[config.mk]
export PLATFORM = sky130hd
export DESIGN_NAME = fifo_traffic_gen_flat
export DESIGN_NICKNAME = d
export VERILOG_FILES = /design/src/rtl/fifo_tg_pkg.sv /design/src/rtl/fifo_traffic_gen_if.sv /design/src/rtl/tg_lfsr8.sv /design/src/rtl/fifo_traffic_gen.sv /design/src/flat_wrapper.sv
export SDC_FILE = /design/constraint.sdc
export NUM_CORES = 1
export LEC_CHECK = 0
export ABC_CLOCK_PERIOD_IN_PS = 5200
export BUFFER_PORTS_ARGS = -buffer_cell sky130_fd_sc_hd__buf_4
export CORE_UTILIZATION = 40
export CTS_CLUSTER_DIAMETER = 60
export CTS_CLUSTER_SIZE = 25
export DETAILED_ROUTE_END_ITERATION = 6
export PLACE_DENSITY = 0.61
export SLEW_MARGIN = 20
export SYNTH_ARGS = -nofsm -noshare
export SYNTH_HDL_FRONTEND = slang
export SYNTH_SLANG_ARGS = --single-unit
[constraint.sdc]
create_clock -name clk -period 5.2 [get_ports clk]
set_input_delay 0.26 -clock clk [delete_from_list [all_inputs] [get_ports clk]]
set_output_delay 0.26 -clock clk [all_outputs]
set_load 0.1 [all_outputs]
[src/rtl/fifo_tg_pkg.sv]
// Shared types and constants for the FIFO traffic generator.
package fifo_tg_pkg;

  typedef enum logic [1:0] {
    FILL_DRAIN = 2'd0,
    STREAM     = 2'd1,
    RANDOM     = 2'd2,
    OVERRUN    = 2'd3
  } tg_mode_e;

  typedef enum logic [1:0] {
    IDLE  = 2'd0,
    RUN   = 2'd1,
    FLUSH = 2'd2,
    DONE  = 2'd3
  } tg_state_e;

  typedef enum logic [1:0] {
    FILL  = 2'd0,
    DRAIN = 2'd1,
    HOLD  = 2'd2
  } tg_sub_e;

  // x^8 + x^6 + x^5 + x^4 + 1 as a Fibonacci tap mask over bits 7,5,4,3
  localparam logic [7:0]  LFSR_TAPS   = 8'hB8;
  localparam int unsigned HOLD_CYCLES = 3;

endpackage

[src/rtl/fifo_traffic_gen_if.sv]
// FIFO-side handshake between the traffic generator (master) and the FIFO (slave).
interface fifo_traffic_gen_if #(
  parameter int unsigned DATA_W = 4
);
  logic              write_en;
  logic [DATA_W-1:0] write_data;
  logic              read_en;
  logic              full;
  logic              empty;
  logic [DATA_W-1:0] read_data;

  modport master (
    output write_en, write_data, read_en,
    input  full, empty, read_data
  );

  modport slave (
    input  write_en, write_data, read_en,
    output full, empty, read_data
  );
endinterface

[src/rtl/tg_lfsr8.sv]
// 8-bit Fibonacci LFSR; loads SEED on reset and shifts once per enabled cycle.
module tg_lfsr8
  import fifo_tg_pkg::*;
#(
  parameter logic [7:0] SEED = 8'hA5
) (
  input  logic       clk,
  input  logic       rst,
  input  logic       en,
  output logic [7:0] state
);
  logic [7:0] state_q, state_d;

  always_comb begin
    state_d = state_q;
    if (en) state_d = {state_q[6:0], ^(state_q & LFSR_TAPS)};
  end

  always_ff @(posedge clk) begin
    if (rst) state_q <= SEED;
    else     state_q <= state_d;
  end

  assign state = state_q;
endmodule

[src/rtl/fifo_traffic_gen.sv]
// Deterministic writer/reader for a small FIFO: writes a wrapping sequence and checks reads in order.
module fifo_traffic_gen
  import fifo_tg_pkg::*;
#(
  parameter int unsigned DATA_W    = 4,
  parameter int unsigned CNT_W     = 8,
  parameter logic [7:0]  LFSR_SEED = 8'hA5
) (
  input  logic               clk,
  input  logic               rst,
  input  logic               start,
  input  logic [1:0]         mode,
  input  logic [CNT_W-1:0]   num_txn,
  fifo_traffic_gen_if.master fifo,
  output logic               busy,
  output logic               done,
  output logic               mismatch,
  output logic [CNT_W-1:0]   wr_cnt,
  output logic [CNT_W-1:0]   rd_cnt
);
  tg_state_e         state_q, state_d;
  tg_sub_e           sub_q, sub_d;
  tg_mode_e          mode_q, mode_d;
  logic [CNT_W-1:0]  num_q, num_d, wr_cnt_q, wr_cnt_d, rd_cnt_q, rd_cnt_d;
  logic [DATA_W-1:0] wr_seq_q, wr_seq_d, rd_seq_q, rd_seq_d, exp_q, exp_d;
  logic              chk_q, chk_d, mismatch_q, mismatch_d;
  logic [1:0]        hold_q, hold_d;
  logic [7:0]        lfsr;
  logic              unused_lfsr;
  logic              we, re, wa, ra, wr_room, rd_room, start_run;

  tg_lfsr8 #(.SEED(LFSR_SEED)) u_lfsr (
    .clk   (clk),
    .rst   (rst),
    .en    (state_q == RUN),
    .state (lfsr)
  );

  assign unused_lfsr = ^lfsr[7:2];

  always_ff @(posedge clk) begin
    if (rst) begin
      state_q    <= IDLE;
      sub_q      <= FILL;
      mode_q     <= FILL_DRAIN;
      num_q      <= '0;
      wr_cnt_q   <= '0;
      rd_cnt_q   <= '0;
      wr_seq_q   <= '0;
      rd_seq_q   <= '0;
      exp_q      <= '0;
      chk_q      <= 1'b0;
      mismatch_q <= 1'b0;
      hold_q     <= '0;
    end else begin
      state_q    <= state_d;
      sub_q      <= sub_d;
      mode_q     <= mode_d;
      num_q      <= num_d;
      wr_cnt_q   <= wr_cnt_d;
      rd_cnt_q   <= rd_cnt_d;
      wr_seq_q   <= wr_seq_d;
      rd_seq_q   <= rd_seq_d;
      exp_q      <= exp_d;
      chk_q      <= chk_d;
      mismatch_q <= mismatch_d;
      hold_q     <= hold_d;
    end
  end

  // Run-level FSM plus the FILL/DRAIN/HOLD substate used by modes 0 and 3
  always_comb begin
    state_d = state_q;
    sub_d   = sub_q;
    hold_d  = hold_q;
    case (state_q)
      IDLE:    if (start) state_d = (num_txn == '0) ? DONE : RUN;
      RUN:     if (wr_cnt_d == num_q && rd_cnt_d == num_q) state_d = FLUSH;
      FLUSH:   state_d = DONE;
      DONE:    state_d = IDLE;
      default: state_d = IDLE;
    endcase
    if (start_run) begin
      sub_d  = FILL;
      hold_d = '0;
    end else if (state_q == RUN) begin
      case (sub_q)
        FILL: if (fifo.full || !wr_room) sub_d = (mode_q == OVERRUN && fifo.full) ? HOLD : DRAIN;
        HOLD: begin
          if (hold_q == 2'(HOLD_CYCLES - 1)) begin
            sub_d  = DRAIN;
            hold_d = '0;
          end else begin
            hold_d = hold_q + 2'd1;
          end
        end
        DRAIN:   if (fifo.empty) sub_d = FILL;
        default: sub_d = FILL;
      endcase
    end
  end

  // Pass-through reads key off a write that will be taken without needing the read itself
  always_comb begin
    start_run = (state_q == IDLE) && start;
    wr_room   = wr_cnt_q < num_q;
    rd_room   = rd_cnt_q < num_q;
    we        = 1'b0;
    re        = 1'b0;
    if (state_q == RUN) begin
      case (mode_q)
        FILL_DRAIN, OVERRUN: begin
          we = (sub_q == HOLD) || (sub_q == FILL && !fifo.full && wr_room);
          re = (sub_q == DRAIN) && !fifo.empty && rd_room && (rd_cnt_q < wr_cnt_q);
        end
        STREAM: begin
          we = wr_room;
          re = rd_room && ((rd_cnt_q < wr_cnt_q) || (we && !fifo.full));
        end
        RANDOM: begin
          we = lfsr[0] && wr_room;
          re = lfsr[1] && rd_room && ((rd_cnt_q < wr_cnt_q) || (we && !fifo.full));
        end
        default: ;
      endcase
    end
    wa = we && (!fifo.full || re);
    ra = re && (!fifo.empty || we);
  end

  always_comb begin
    mode_d     = mode_q;
    num_d      = num_q;
    wr_cnt_d   = wr_cnt_q;
    rd_cnt_d   = rd_cnt_q;
    wr_seq_d   = wr_seq_q;
    rd_seq_d   = rd_seq_q;
    mismatch_d = mismatch_q;
    chk_d      = ra;
    exp_d      = rd_seq_q;
    if (start_run) begin
      mode_d     = tg_mode_e'(mode);
      num_d      = num_txn;
      wr_cnt_d   = '0;
      rd_cnt_d   = '0;
      mismatch_d = 1'b0;
    end else begin
      if (wa) begin
        wr_cnt_d = wr_cnt_q + 1'b1;
        wr_seq_d = wr_seq_q + 1'b1;
      end
      if (ra) begin
        rd_cnt_d = rd_cnt_q + 1'b1;
        rd_seq_d = rd_seq_q + 1'b1;
      end
      if (chk_q && fifo.read_data != exp_q) mismatch_d = 1'b1;
    end
  end

  assign fifo.write_en   = we;
  assign fifo.write_data = wr_seq_q;
  assign fifo.read_en    = re;
  assign busy            = (state_q == RUN) || (state_q == FLUSH);
  assign done            = (state_q == DONE);
  assign mismatch        = mismatch_q;
  assign wr_cnt          = wr_cnt_q;
  assign rd_cnt          = rd_cnt_q;
endmodule

[src/flat_wrapper.sv]
// flat-port wrapper written by rule: the top's interface ports become plain ports
module fifo_traffic_gen_flat import fifo_tg_pkg::*;
#(
  parameter int unsigned DATA_W    = 4,
  parameter int unsigned CNT_W     = 8,
  parameter logic [7:0]  LFSR_SEED = 8'hA5
)
  (clk, rst, start, mode, num_txn, busy, done, mismatch, wr_cnt, rd_cnt, fifo_write_en, fifo_write_data, fifo_read_en, fifo_full, fifo_empty, fifo_read_data);
  fifo_traffic_gen_if #(.DATA_W(DATA_W)) fifo_i ();
  input  logic clk;
  input  logic rst;
  input  logic start;
  input  logic [1:0] mode;
  input  logic [CNT_W-1:0] num_txn;
  output logic busy;
  output logic done;
  output logic mismatch;
  output logic [CNT_W-1:0] wr_cnt;
  output logic [CNT_W-1:0] rd_cnt;
  output wire logic [$bits(fifo_i.write_en)-1:0] fifo_write_en;
  output wire logic [$bits(fifo_i.write_data)-1:0] fifo_write_data;
  output wire logic [$bits(fifo_i.read_en)-1:0] fifo_read_en;
  input wire logic [$bits(fifo_i.full)-1:0] fifo_full;
  input wire logic [$bits(fifo_i.empty)-1:0] fifo_empty;
  input wire logic [$bits(fifo_i.read_data)-1:0] fifo_read_data;
  assign fifo_write_en = fifo_i.write_en;
  assign fifo_write_data = fifo_i.write_data;
  assign fifo_read_en = fifo_i.read_en;
  assign fifo_i.full = fifo_full;
  assign fifo_i.empty = fifo_empty;
  assign fifo_i.read_data = fifo_read_data;
  fifo_traffic_gen #(.DATA_W(DATA_W), .CNT_W(CNT_W), .LFSR_SEED(LFSR_SEED)) u_core (.clk(clk), .rst(rst), .start(start), .mode(mode), .num_txn(num_txn), .fifo(fifo_i), .busy(busy), .done(done), .mismatch(mismatch), .wr_cnt(wr_cnt), .rd_cnt(rd_cnt));
endmodule
Word-level counts from Yosys, hierarchy flattened
Index checks and enable logic that the tools add are counted.

Register bits: 54. Word-level logic and storage cells: 96.

$add $sub $neg: 5. $lt $le $gt $ge: 3. Equality and inequality tests: 17. Muxes and demuxes: 18. Bitwise operators: 1. Reductions and logical operators: 39.

Operators with widths (count): $mux W8 (4); $lt A8 B8 Y1 (3); $logic_and A1 B1 Y1 (17); $add A8 B1 Y8 const B (2); $eq A8 B8 Y1 (2); $mux W2 (8); $eq A2 B2 Y1 const B (6); $add A4 B1 Y4 const B (2); $logic_not A8 Y1 (1); $pmux W2 S4 (1); $reduce_and A2 Y1 (4); $reduce_xor A8 Y1 (1); $logic_or A1 B1 Y1 (7); $eq A2 B1 Y1 const B (3); $logic_not A2 Y1 (3); $ne A2 B1 Y1 const B (3); $pmux W1 S3 (2); $pmux W2 S3 (1); $ne A2 B2 Y1 const B (2); $ne A4 B4 Y1 (1); $reduce_and A4 Y1 (1); $reduce_or A2 Y1 (2); $logic_not A1 Y1 (3); $add A2 B1 Y2 const B (1); 2 further kinds (3).

Logic depth before layout (Yosys ltp)
Word-level depth: 15. Gate-level depth with buffers: 14. Mapped depth without buffers: 12.

Modules after synthesis
From an unflattened synthesis, not the netlist that was laid out.

Cells, all modules: 430. Area, all modules: 3607.2 um^2.

By module, submodules not included: fifo_traffic_gen (times used 1, cells an instance 401, area each 3304.4 um^2, sequential area each 920.9 um^2); tg_lfsr8 (times used 1, cells an instance 29, area each 302.8 um^2, sequential area each 160.2 um^2).

Worst setup path before layout
Ideal clock, no wire load.

Path kind: reg-to-output. Start: register u_core.wr_cnt_q[2] (netlist: u_core.wr_cnt[2]). End: output port fifo_read_en. Arrival time: 4.283 ns. Data required time: 4.940 ns. Slack: 0.657 ns. Cell stages (with the launch flop): 8. Path through: dfxtp_1 clkbuf_1 inv_1 ha_1 a2111o_1 a31oi_4 a21oi_1 nor3_1.

Word-level cells in the longest chain between the ends: 7. Elaborated cells between the ends (all ways): 12.

RTL lines: start: declaration (RTL line fifo_traffic_gen.sv:24) `logic [CNT_W-1:0] num_q, num_d, wr_cnt_q, wr_cnt_d, rd_cnt_q, rd_cnt_d;`; start signal: assignment (RTL line fifo_traffic_gen.sv:60) `wr_cnt_q <= wr_cnt_d;`; $lt A8 B8 Y1 (RTL line fifo_traffic_gen.sv:106) `wr_room = wr_cnt_q < num_q;`; $logic_and A1 B1 Y1 (RTL line fifo_traffic_gen.sv:121) `we = lfsr[0] && wr_room;`; $logic_and A1 B1 Y1 (RTL line fifo_traffic_gen.sv:122) `re = lfsr[1] && rd_room && ((rd_cnt_q < wr_cnt_q) || (we && !fifo.full));`; $logic_or A1 B1 Y1 (RTL line fifo_traffic_gen.sv:122); $logic_and A1 B1 Y1 (RTL line fifo_traffic_gen.sv:122); $pmux W1 S3 * (RTL line fifo_traffic_gen.sv:111) `case (mode_q)`; $mux W1 * (RTL line fifo_traffic_gen.sv:110) `if (state_q == RUN) begin`; end: declaration (RTL line flat_wrapper.sv:22) `output wire logic [$bits(fifo_i.read_en)-1:0] fifo_read_en;`.

Every way passes the cells marked *; elsewhere a longest branch is shown, timed or not.

Final worst setup path
Start: register u_core.num_q[2]. End: register u_core.state_q[0].

Word-level cells in the longest chain between the ends: 15. Elaborated cells between the ends (all ways): 31.

RTL lines: start: declaration (RTL line fifo_traffic_gen.sv:24); start signal: assignment (RTL line fifo_traffic_gen.sv:59) `num_q <= num_d;`; $lt A8 B8 Y1 (RTL line fifo_traffic_gen.sv:106); $logic_and A1 B1 Y1 (RTL line fifo_traffic_gen.sv:121); $logic_and A1 B1 Y1 (RTL line fifo_traffic_gen.sv:122); $logic_or A1 B1 Y1 (RTL line fifo_traffic_gen.sv:122); $logic_and A1 B1 Y1 (RTL line fifo_traffic_gen.sv:122); $pmux W1 S3 (RTL line fifo_traffic_gen.sv:111); $mux W1 (RTL line fifo_traffic_gen.sv:110); $logic_or A1 B1 Y1 (RTL line fifo_traffic_gen.sv:127) `wa = we && (!fifo.full || re);`; $logic_and A1 B1 Y1 (RTL line fifo_traffic_gen.sv:127); $mux W8 (RTL line fifo_traffic_gen.sv:148) `if (wa) begin`; $mux W8 (RTL line fifo_traffic_gen.sv:141) `if (start_run) begin`; $eq A8 B8 Y1 (RTL line fifo_traffic_gen.sv:78) `RUN: if (wr_cnt_d == num_q && rd_cnt_d == num_q) state_d = FLUSH;`; $logic_and A1 B1 Y1 * (RTL line fifo_traffic_gen.sv:78); $ne A2 B1 Y1 (no line) *; $reduce_and A2 Y1 (no line) *; end signal: assignment (RTL line fifo_traffic_gen.sv:56) `state_q <= state_d;`; end: declaration (RTL line fifo_traffic_gen.sv:21) `tg_state_e state_q, state_d;`.

Marks and branches as above. A chain may end at the register's enable or synchronous reset.

==> run metrics <==
Layout area overhead 14.3%; Final setup viols 0; Ports 44; hold path cells 3; Routed Antenna Nets 0; CTS tree done; Max Fclk 255 MHz; WS Path Type reg2reg; vias in the first global route 2946; area leader, netlist dfxtp_1; starting DRC count in detailed routing 235; crit path max fanout 11; placed cell area 3910 um^2; largest net degree at the start of global routing 36; slew of the pin with the lowest slew margin 0.986 ns; Rel. slew slack 0.343; Final Slew Violations 0; reg2reg end u_core.state_q[0]$_SDFFE_PP0P_; EDFF count, synth 0; HP Class in2reg; CP Data Required Time 5.43 ns; CTS sink count 54; Synth Net Count 474; initial antenna violation count 0; cells after synthesis 422; drt wl/cell 16.1 um; dominant cells by area after synthesis dfxtp_1, ha_1, a21oi_1, nor2_1, xnor2_1; Placeable Area 8380 um^2; first-pass GRT wire length 14.7 mm; IO buf count 43; Die W 95.8 um; hpwl dp 6.74 mm; RSZ-0062 raised after global routing false; leakage power 1.56 nW; pwr dens 330 nW/um^2; 1st-pass router iterations 4; Finished Cell Area 4020 um^2; Worst Clk Skew 0.00332 ns; top-count cell post-synth dfxtp_1; run status complete, no violations; worst skew pair latency 0.31 ns; post-CTS setup buffer count 0; register area share after synthesis 0.307; Post-Syn Area 3520 um^2; ratio of cells with drive above 1 in the final layout 0.162; clock buffer count from CTS 5; reg2reg path depth 12; Async S/R FF share, synth 0; Rows 33; startpoint types flip-flop; Main synth FF type dfxtp_1; setup tns final 0 ns; fin crit share 0.754; Longest Clk Path Bufs 2; Syn Area/Cell 8.33 um^2; Vias per Instance 5.62; R2R Path Start u_core.num_q[2]$_SDFFE_PP0P_; gr ovfl total 0; # nets final 508; top cell type's share of synthesized area 0.307; final antenna diode count 0; Syn. warnings 0; die height 95.8 um; Hold Vio Cnt, Final 0; CTS resizes 0; Crit. End Element flip-flop; hold endpoint u_core.mode_q[0]$_SDFFE_PP0P_; DRC Markers 0; htree depth 2; DRT Wirelength 9.03 mm; Post-CTS Hold Fix Bufs 0; Worst EP arrival 4.15 ns; die area 9170 um^2; GRT Util Overall 0.210; reg2reg setup slack 1.28 ns; via count 3161; clk slew on worst S/H paths 0.10 ns; Final min period 3.92 ns; top cells by count, synth dfxtp_1, nor2_1, nand2_1, a21oi_1, ha_1; Placer Congestion 0.841; max cap viols 0; flops & latches, synth 54; hold_ws 0.188 ns; VDD IR max 281 uV; Synth cell types 69; root buffer cell clkbuf_8; Worst Hold Launch mode[0]; initial core utilization 0.420
[registers in the layout (all words and copies together) (netlist names)]
| signal | cells |
|---|---|
| u_core.chk_q | 1 |
| u_core.exp_d | 4 |
| u_core.exp_q | 4 |
| u_core.fifo.write_data | 4 |
| u_core.hold_q | 2 |
| u_core.mismatch | 1 |
| u_core.mode_q | 2 |
| u_core.num_q | 8 |
| u_core.rd_cnt | 8 |
| u_core.state_q | 2 |
| u_core.sub_q | 2 |
| u_core.u_lfsr.state | 8 |
| u_core.wr_cnt | 8 |
[placed cells by master, fill, tap and decap left out, drive strengths merged, types with 10 or more instances in the layout]
cell   instances
o21ai         15
nor4          10
a21oi         35
nor2          45
nand3         12
ha            33
nand2         41
xnor2         18
inv           24
dfxtp         54
buf           45
[stage by stage]
stage	util	power (mW)	setup slack (ns)	std cells
final	0.480	1.33	1.28	562
after CTS	0.480	1.33	1.29	562
after global placement	0.467	1.04	1.48	554
after global routing	0.480	1.42	0.988	562
after floorplan	-	0.934	0.657	422
after detailed placement	0.467	1.05	1.34	554
[where the power goes]
group / switching (mW) / total (mW) / internal, mW
Combinational: 0.348 / 0.541 / 0.193
Clock: 0.143 / 0.285 / 0.142
Sequential: 0.0445 / 0.501 / 0.457
[worst max-delay path by stage]
stage	from	end
final	u_core.num_q[2]$_SDFFE_PP0P_	u_core.state_q[0]$_SDFFE_PP0P_
after global routing	u_core.num_q[2]$_SDFFE_PP0P_	u_core.state_q[0]$_SDFFE_PP0P_
after CTS	u_core.num_q[2]$_SDFFE_PP0P_	u_core.state_q[0]$_SDFFE_PP0P_
after detailed placement	u_core.num_q[2]$_SDFFE_PP0P_	u_core.state_q[0]$_SDFFE_PP0P_
after global placement	u_core.num_q[2]$_SDFFE_PP0P_	u_core.state_q[0]$_SDFFE_PP0P_
after floorplan	u_core.wr_cnt[2]$_SDFF_PP0_	fifo_read_en
[worst max-delay path, cell delays in order (launching register included)]
cell	delay [ns]
dfxtp_1	0.45
inv_1	0.15
ha_1	0.31
o21a_1	0.10
nor2_1	0.03
o41a_2	0.54
a21oi_1	0.80
or2_2	0.28
mux2i_1	0.28
nor4_1	0.09
o221a_2	0.32
a41o_1	0.21
a221oi_1	0.27
[per-layer routing]
metal,wire (um),GRT usage
met5,0,0
met1,4180,0.288
met2,4080,0.340
met4,93,0.0522
met3,677,0.0348
[logic make-up after synthesis]
| kind of cell | Yosys count | share of synthesized area |
|---|---|---|
| multiplexers | 8 | 0.0231 |
| AO/OA/AOI/OAI | 97 | 0.198 |
| XOR/XNOR | 23 | 0.0612 |
| buffers and inverters | 42 | 0.0470 |
| adder cells (fa/ha/maj) | 33 | 0.117 |
| AND/OR/NAND/NOR | 165 | 0.246 |
| flip-flops | 54 | 0.307 |
[cell type report]
type | count | area [um^2]
clock buffer | 5 | 68.8
clock inverter | 3 | 40.0
fill | 863 | 4360
inverter | 24 | 90.1
multi-input combinational | 326 | 2270
sequential | 54 | 1080
tap | 105 | 131
timing repair buffer | 45 | 338
Power figures use the tool's default switching activity.
